[src/rtl/cache_fill_fsm_if.sv]
// Bundle between the cache miss-fill controller and its pipeline/memory/data-array neighbours.
// master = the fill controller, slave = the surrounding cache datapath.
interface cache_fill_fsm_if;
  logic        miss_detected;
  logic [15:0] miss_address;
  logic        memory_data_valid;
  logic [15:0] memory_data;
  logic        fsm_busy;
  logic        mem_enable;
  logic [15:0] memory_address;
  logic        write_data_array;
  logic [2:0]  data_array_word;
  logic [15:0] write_data;
  logic        write_tag_array;

  modport master (
    input  miss_detected, miss_address, memory_data_valid, memory_data,
    output fsm_busy, mem_enable, memory_address, write_data_array,
           data_array_word, write_data, write_tag_array
  );

  modport slave (
    output miss_detected, miss_address, memory_data_valid, memory_data,
    input  fsm_busy, mem_enable, memory_address, write_data_array,
           data_array_word, write_data, write_tag_array
  );
endinterface

[src/rtl/cache_fill_fsm.sv]
// Cache miss-fill controller: issues one word read per cycle for the missing block,
// counts returning words into the data array and writes the tag with the last word.
module cache_fill_fsm #(
  parameter int WORDS_PER_BLOCK = 8
) (
  input logic              clk,
  input logic              rst,
  cache_fill_fsm_if.master bus
);

  localparam int          OFF_BITS  = $clog2(WORDS_PER_BLOCK) + 1;
  localparam logic [15:0] BASE_MASK = 16'hFFFF << OFF_BITS;
  localparam logic [3:0]  WPB       = 4'(WORDS_PER_BLOCK);
  localparam logic [3:0]  LAST_WORD = 4'(WORDS_PER_BLOCK - 1);

  typedef enum logic {IDLE, FILL} state_t;

  // Both word counters advance through the same 4-bit incrementer.
  function automatic logic [3:0] incrementer_4_bit(input logic [3:0] a);
    return a + 4'd1;
  endfunction

  state_t      state_q, state_d;
  logic [3:0]  issue_cnt_q, issue_cnt_d;
  logic [3:0]  recv_cnt_q, recv_cnt_d;
  logic [15:0] base_q, base_d;

  logic        fsm_busy;
  logic        mem_enable;
  logic [15:0] memory_address;
  logic        write_data_array;
  logic [2:0]  data_array_word;
  logic [15:0] write_data;
  logic        write_tag_array;

  always_ff @(posedge clk) begin
    if (rst) begin
      state_q     <= IDLE;
      issue_cnt_q <= 4'd0;
      recv_cnt_q  <= 4'd0;
      base_q      <= 16'd0;
    end else begin
      state_q     <= state_d;
      issue_cnt_q <= issue_cnt_d;
      recv_cnt_q  <= recv_cnt_d;
      base_q      <= base_d;
    end
  end

  always_comb begin
    state_d          = state_q;
    issue_cnt_d      = issue_cnt_q;
    recv_cnt_d       = recv_cnt_q;
    base_d           = base_q;
    fsm_busy         = 1'b0;
    mem_enable       = 1'b0;
    memory_address   = 16'd0;
    write_data_array = 1'b0;
    data_array_word  = 3'd0;
    write_data       = 16'd0;
    write_tag_array  = 1'b0;

    case (state_q)
      IDLE: begin
        if (bus.miss_detected) begin
          base_d      = bus.miss_address & BASE_MASK;
          issue_cnt_d = 4'd0;
          recv_cnt_d  = 4'd0;
          state_d     = FILL;
        end
      end
      FILL: begin
        fsm_busy = 1'b1;
        // Issue gating saturates the request counter at the block size.
        if (issue_cnt_q < WPB) begin
          mem_enable     = 1'b1;
          memory_address = base_q + {11'd0, issue_cnt_q, 1'b0};
          issue_cnt_d    = incrementer_4_bit(issue_cnt_q);
        end
        if (bus.memory_data_valid) begin
          write_data_array = 1'b1;
          data_array_word  = recv_cnt_q[2:0];
          write_data       = bus.memory_data;
          recv_cnt_d       = incrementer_4_bit(recv_cnt_q);
          if (recv_cnt_q == LAST_WORD) begin
            write_tag_array = 1'b1;
            state_d         = IDLE;
          end
        end
      end
      default: state_d = IDLE;
    endcase
  end

  assign bus.fsm_busy         = fsm_busy;
  assign bus.mem_enable       = mem_enable;
  assign bus.memory_address   = memory_address;
  assign bus.write_data_array = write_data_array;
  assign bus.data_array_word  = data_array_word;
  assign bus.write_data       = write_data;
  assign bus.write_tag_array  = write_tag_array;

endmodule
[src/flat_wrapper.sv]
// flat-port wrapper written by rule: the top's interface ports become plain ports
module cache_fill_fsm_flat 
#(
  parameter int WORDS_PER_BLOCK = 8
)
  (clk, rst, bus_miss_detected, bus_miss_address, bus_memory_data_valid, bus_memory_data, bus_fsm_busy, bus_mem_enable, bus_memory_address, bus_write_data_array, bus_data_array_word, bus_write_data, bus_write_tag_array);
  cache_fill_fsm_if bus_i ();
  input logic clk;
  input logic rst;
  input wire logic [$bits(bus_i.miss_detected)-1:0] bus_miss_detected;
  input wire logic [$bits(bus_i.miss_address)-1:0] bus_miss_address;
  input wire logic [$bits(bus_i.memory_data_valid)-1:0] bus_memory_data_valid;
  input wire logic [$bits(bus_i.memory_data)-1:0] bus_memory_data;
  output wire logic [$bits(bus_i.fsm_busy)-1:0] bus_fsm_busy;
  output wire logic [$bits(bus_i.mem_enable)-1:0] bus_mem_enable;
  output wire logic [$bits(bus_i.memory_address)-1:0] bus_memory_address;
  output wire logic [$bits(bus_i.write_data_array)-1:0] bus_write_data_array;
  output wire logic [$bits(bus_i.data_array_word)-1:0] bus_data_array_word;
  output wire logic [$bits(bus_i.write_data)-1:0] bus_write_data;
  output wire logic [$bits(bus_i.write_tag_array)-1:0] bus_write_tag_array;
  assign bus_i.miss_detected = bus_miss_detected;
  assign bus_i.miss_address = bus_miss_address;
  assign bus_i.memory_data_valid = bus_memory_data_valid;
  assign bus_i.memory_data = bus_memory_data;
  assign bus_fsm_busy = bus_i.fsm_busy;
  assign bus_mem_enable = bus_i.mem_enable;
  assign bus_memory_address = bus_i.memory_address;
  assign bus_write_data_array = bus_i.write_data_array;
  assign bus_data_array_word = bus_i.data_array_word;
  assign bus_write_data = bus_i.write_data;
  assign bus_write_tag_array = bus_i.write_tag_array;
  cache_fill_fsm #(.WORDS_PER_BLOCK(WORDS_PER_BLOCK)) u_core (.clk(clk), .rst(rst), .bus(bus_i));
endmodule
[config.mk]
export PLATFORM = sky130hd
export DESIGN_NAME = cache_fill_fsm_flat
export DESIGN_NICKNAME = d
export VERILOG_FILES = /design/src/rtl/cache_fill_fsm_if.sv /design/src/rtl/cache_fill_fsm.sv /design/src/flat_wrapper.sv
export SDC_FILE = /design/constraint.sdc
export NUM_CORES = 1
export LEC_CHECK = 0
export ABC_CLOCK_PERIOD_IN_PS = 2900
export CORE_UTILIZATION = 35
export CTS_CLUSTER_SIZE = 20
export DETAILED_ROUTE_END_ITERATION = 10
export PLACE_DENSITY = 0.81
export SLEW_MARGIN = 5
export SYNTH_ARGS = -nofsm -noshare
export SYNTH_HDL_FRONTEND = slang
export SYNTH_SLANG_ARGS = --single-unit
[constraint.sdc]
create_clock -name clk -period 2.9 [get_ports clk]
set_clock_uncertainty 0.05 [all_clocks]
set_input_delay 0.29 -clock clk [delete_from_list [all_inputs] [get_ports clk]]
set_output_delay 0.29 -clock clk [all_outputs]
set_load 0.05 [all_outputs]
# ---- Yosys cells after proc, flatten, opt, wreduce, memory -nomap -nowiden
# Index checks and enable logic that the tools add are counted.
# Widths: inputs -> output; s select.
dict set report word_totals {
  inputBits 36
  elab_cells 39
  regBits 21
  out_inout_bits 39
}
dict set report classes {
  eq_ne 4
  magnitude_cmp 1
  add_sub_neg 3
  muxes 23
  bitwise 1
  n_reduce_logical 3
}
# operator n
set op_table {}
lappend op_table {{$mux 16} 4}
lappend op_table {{$add 16x5->16} 1}
lappend op_table {{$pmux 4 s2} 2}
lappend op_table {{$mux 4} 3}
lappend op_table {{$mux 1} 11}
lappend op_table {{$add 4x1->4 const B} 2}
lappend op_table {{$mux 3} 2}
lappend op_table {{$ne 2x2->1 const B} 3}
lappend op_table {{$reduce_and 2->1} 3}
lappend op_table {{$eq 4x3->1 const B} 1}
lappend op_table {{$lt 4x4->1 const B} 1}
lappend op_table {{$pmux 1 s2} 1}
lappend op_table {{$not 1->1} 1}

# ---- Logic depth before layout (Yosys ltp)
dict set report logic_depth {
  ltp_word 4
  mapped_depth 5
  depth_no_buf 4
}

# ---- Worst setup path before layout
# Ideal clock, no wire load.
dict set report synth_path {
  path_kind {reg2out}
  startpoint {register u_core.state_q}
  endpoint {output bus_write_tag_array}
  path_stages_with_launch 3
  arrival_time_ns 1.915
  n_path_buf 0
  t_required_ns 2.560
  path_slack_ns 0.645
  cell_sequence {dfxtp_1 and3_1 and3_1}
}
dict set report synth_via {
  elab_chain_len 1
}
# item line
set synth_rtl {}
lappend synth_rtl {{from (decl)} cache_fill_fsm.sv:23} ;# state_t state_q, state_d;
lappend synth_rtl {{from (signal assigned)} cache_fill_fsm.sv:43} ;# state_q <= state_d;
lappend synth_rtl {{$mux 1} cache_fill_fsm.sv:63} ;# case (state_q)
lappend synth_rtl {{to (decl)} flat_wrapper.sv:20} ;# output wire logic [$bits(bus_i.write_tag_array)-1:0] bus_write_tag_array;
# No other way between the ends.

# ---- Worst setup path in the final report
dict set report layout_path {
  startpoint {input bus_memory_data_valid}
  endpoint {output bus_data_array_word[2]}
}
dict set report layout_via {
  elab_chain_len 2
}
# item line
set layout_rtl {}
lappend layout_rtl {{from (decl)} flat_wrapper.sv:12} ;# input wire logic [$bits(bus_i.memory_data_valid)-1:0] bus_memory_data_valid;
lappend layout_rtl {{$mux 3} cache_fill_fsm.sv:80} ;# if (bus.memory_data_valid) begin
lappend layout_rtl {{$mux 3} cache_fill_fsm.sv:63}
lappend layout_rtl {{to (decl)} flat_wrapper.sv:18} ;# output wire logic [$bits(bus_i.data_array_word)-1:0] bus_data_array_word;
# No other way between the ends.

==> impl_metrics.env <==
export IMPL_fp_row_count=19
export IMPL_synth_top_area_frac=0.391
export IMPL_grt_ovfl_total=0
export IMPL_ys_types=23
export IMPL_synth_simple_gate_area_share=0.390
export IMPL_cts_max_level=1
export IMPL_multi_input_area_um2=588
export IMPL_final_area_mm2=0.00178
export IMPL_utilization=0.630
export IMPL_io_pins=75
export IMPL_setup_violations=0
export IMPL_clock_root_buffer="clkbuf_4"
export IMPL_max_slew_margin=0.483
export IMPL_fin_cells=234
export IMPL_cpMostUsedCell="clkdlybuf4s50_1"
export IMPL_grt_pass1_wl_um=4780
export IMPL_synthToLayoutAreaGrowth_pct=65.6
export IMPL_finalWorstSetupSlack_ps=338
export IMPL_report_power_total_uw=642
export IMPL_cts_hold_repair_buffers=0
export IMPL_setup_tns_ps=0
export IMPL_die_y_um=57.4
export IMPL_yosys_warnings=0
export IMPL_gp_congestion=0.683
export IMPL_hold_worst_slack_ps=410
export IMPL_crit_slowest_cell="clkdlybuf4s50_1"
export IMPL_max_cap_violations=0
export IMPL_post_place_ws_ps=339
export IMPL_synth_area_leaders="dfxtp_1 39%, and3_1 12%, nand2_1 9.4%, and2_1 9.3%, a21oi_1 8.8%"
export IMPL_critPathCaptureType="primary output"
export IMPL_yosysSeqAreaShare=0.391
export IMPL_path_clk_slew_ps=110
export IMPL_die_area_mm2=0.00330
export IMPL_num_vias=1139
export IMPL_synth_seq_cells=21
export IMPL_ir_worst_vdd_v=0.000315
export IMPL_portBuffers=69
export IMPL_diodes=0
export IMPL_placed_cell_area_mm2=0.00175
export IMPL_synth_area_leader_cell="dfxtp_1"
export IMPL_crit_chain="clkdlybuf4s50_1 > and3_1 > clkdlybuf4s50_1"
export IMPL_routed_wl_um=3020
export IMPL_outcome="finished with violations"
export IMPL_clk_latency_ps=310
export IMPL_fillers=267
export IMPL_timing_critical_path_buf_inv=2
export IMPL_critPathTopFamily="buffers and inverters"
export IMPL_syn_avg_cell_area_um2=7.69
export IMPL_final_max_slew_viol_count=0
export IMPL_post_cts_resized=0
export IMPL_drc=1
export IMPL_cp_start_kind="input pin"
export IMPL_grt_max_degree=27
export IMPL_synth_top_family_by_area="simple AND/OR/NAND/NOR gates"
export IMPL_failed_checks="DRC"
export IMPL_core_area_mm2=0.00283
export IMPL_drive_gt1_frac=0.0493
export IMPL_worstPathRequired_ps=2560
export IMPL_yosys_mux_area_fraction=0.0140
export IMPL_synth_xor_area_share=0.00814
export IMPL_cts_setup_buffers=0
export IMPL_synth_nets=178
export IMPL_grt_pass1_vias=1080
export IMPL_timing_worst_setup_path_type="in2out"
export IMPL_finalCriticalPeriod_ps=2560
export IMPL_cts_buffers=3
export IMPL_synth_compound_area_share=0.108
export IMPL_antenna_left=0
export IMPL_hold_viol_final=0
export IMPL_numClockSinks=21
export IMPL_rsz0062_at_grt="false"
export IMPL_critPathMaxStageDelay_ps=830
export IMPL_tightest_slew_ps=773
export IMPL_dp_cells=230
export IMPL_regArea_um2=420
export IMPL_antenna_found_initial=0
export IMPL_fin_crit_sh=0.884
export IMPL_initial_utilization=0.380
export IMPL_power_density_mw_per_mm2=360
export IMPL_fp_dieW_um=57.4
export IMPL_synth_adder_area_share=0.0233
export IMPL_hpwl_um=2200
export IMPL_tritoncts="yes"
export IMPL_hp_class="reg2reg"
export IMPL_wl_per_cell_um=12.9
export IMPL_drt_iter0_drc=14
export IMPL_syn_area_mm2=0.00108
export IMPL_fmax_mhz=390
export IMPL_cp_max_fo=20
export IMPL_syn_inst=140
export IMPL_fin_nets=242
export IMPL_arrival_ps=2220
export IMPL_leakage_nw=0.747
export IMPL_dr_pass1_iters=7
export IMPL_clockBufferDepth=2
export IMPL_routed_via_density=4.87
export IMPL_grt_use_total=0.186
-- path summary, 6_finish.rpt --
| path | endpoint | from | slack [ps] | cells past startpoint |
|---|---|---|---|---|
| worst min-delay path | u_core.base_q[4]$_SDFFE_PP0P_ | u_core.base_q[4]$_SDFFE_PP0P_ | 410 | 2 |
| worst min register to register | u_core.base_q[4]$_SDFFE_PP0P_ | u_core.base_q[4]$_SDFFE_PP0P_ | 410 | 2 |
| worst max-delay path | bus_data_array_word[2] | bus_memory_data_valid | 340 | 3 |
| worst max register to register | u_core.base_q[14]$_SDFFE_PP0P_ | u_core.state_q$_SDFF_PP0_ | 1260 | 4 |
-- state kept, by name, indices dropped and copies added (netlist names) --
name	flops
u_core.state_q	1
u_core.recv_cnt_q	4
u_core.base_q	12
u_core.issue_cnt_q	4
-- worst min-delay path, stage by stage (launching register included) --
cell	delay, ps
dfxtp_1	320
nand2_1	50
a21oi_1	50
-- cell usage after synthesis --
master,instances
a211o_1,1
a211oi_2,1
a21oi_1,19
and2_1,16
and3_1,20
buf_2,3
buf_4,3
clkbuf_1,5
conb_1,1
dfxtp_1,21
ha_1,2
inv_1,3
mux2_4,1
nand2_1,27
nand2_2,1
nand2b_1,4
nand3_1,5
nand3b_1,1
nand4_1,1
nor2_1,1
nor2b_2,1
nor3_1,2
xor2_1,1
-- layer usage --
layer,part of all wire,wire length [um],GRT usage,up-vias
met3,0.037,111,0.0476,2
li1,-,-,-,589
met4,0.0073,22,0.0592,0
met1,0.39,1190,0.188,521
met2,0.56,1700,0.364,27
met5,0,0,0,-
-- kinds of logic after synthesis --
group	after synthesis
AO/OA/AOI/OAI	21
XOR/XNOR	1
adder cells (fa/ha/maj)	2
buffers and inverters	14
flip-flops	21
multiplexers	1
other	1
AND/OR/NAND/NOR	79
-- cells in the final DEF, fill, tap and decap left out --
cell	count
nor2_1	1
nand2_1	27
nand4_1	1
ha_1	2
nand3b_1	1
clkinv_2	1
a211o_1	1
xor2_1	1
nand3_1	5
dfxtp_1	21
clkbuf_4	3
nor2b_2	1
mux2_4	1
buf_4	2
nand2b_1	4
nand2_2	1
a211oi_2	1
and3_1	20
inv_1	3
and2_1	16
conb_1	1
nor3_1	2
clkdlybuf4s50_1	68
a21oi_1	19
-- cell type report --
cell class              instances  area share
repair buffers                 70       0.390
well taps                      31      0.0218
multi-input cells             105       0.330
clock inverters                 1     0.00281
flip-flops and latches         21       0.236
inverters                       3     0.00632
clock buffers                   3      0.0126
-- where the power goes --
| part | switching (mW) | leakage [nW] | internal (mW) |
|---|---|---|---|
| combinational | 0.111 | 0.557 | 0.0818 |
| clock | 0.0893 | 0.0177 | 0.0515 |
| sequential | 0.00719 | 0.172 | 0.301 |
| total | 0.208 | 0.747 | 0.435 |
Power figures use the tool's default switching activity.
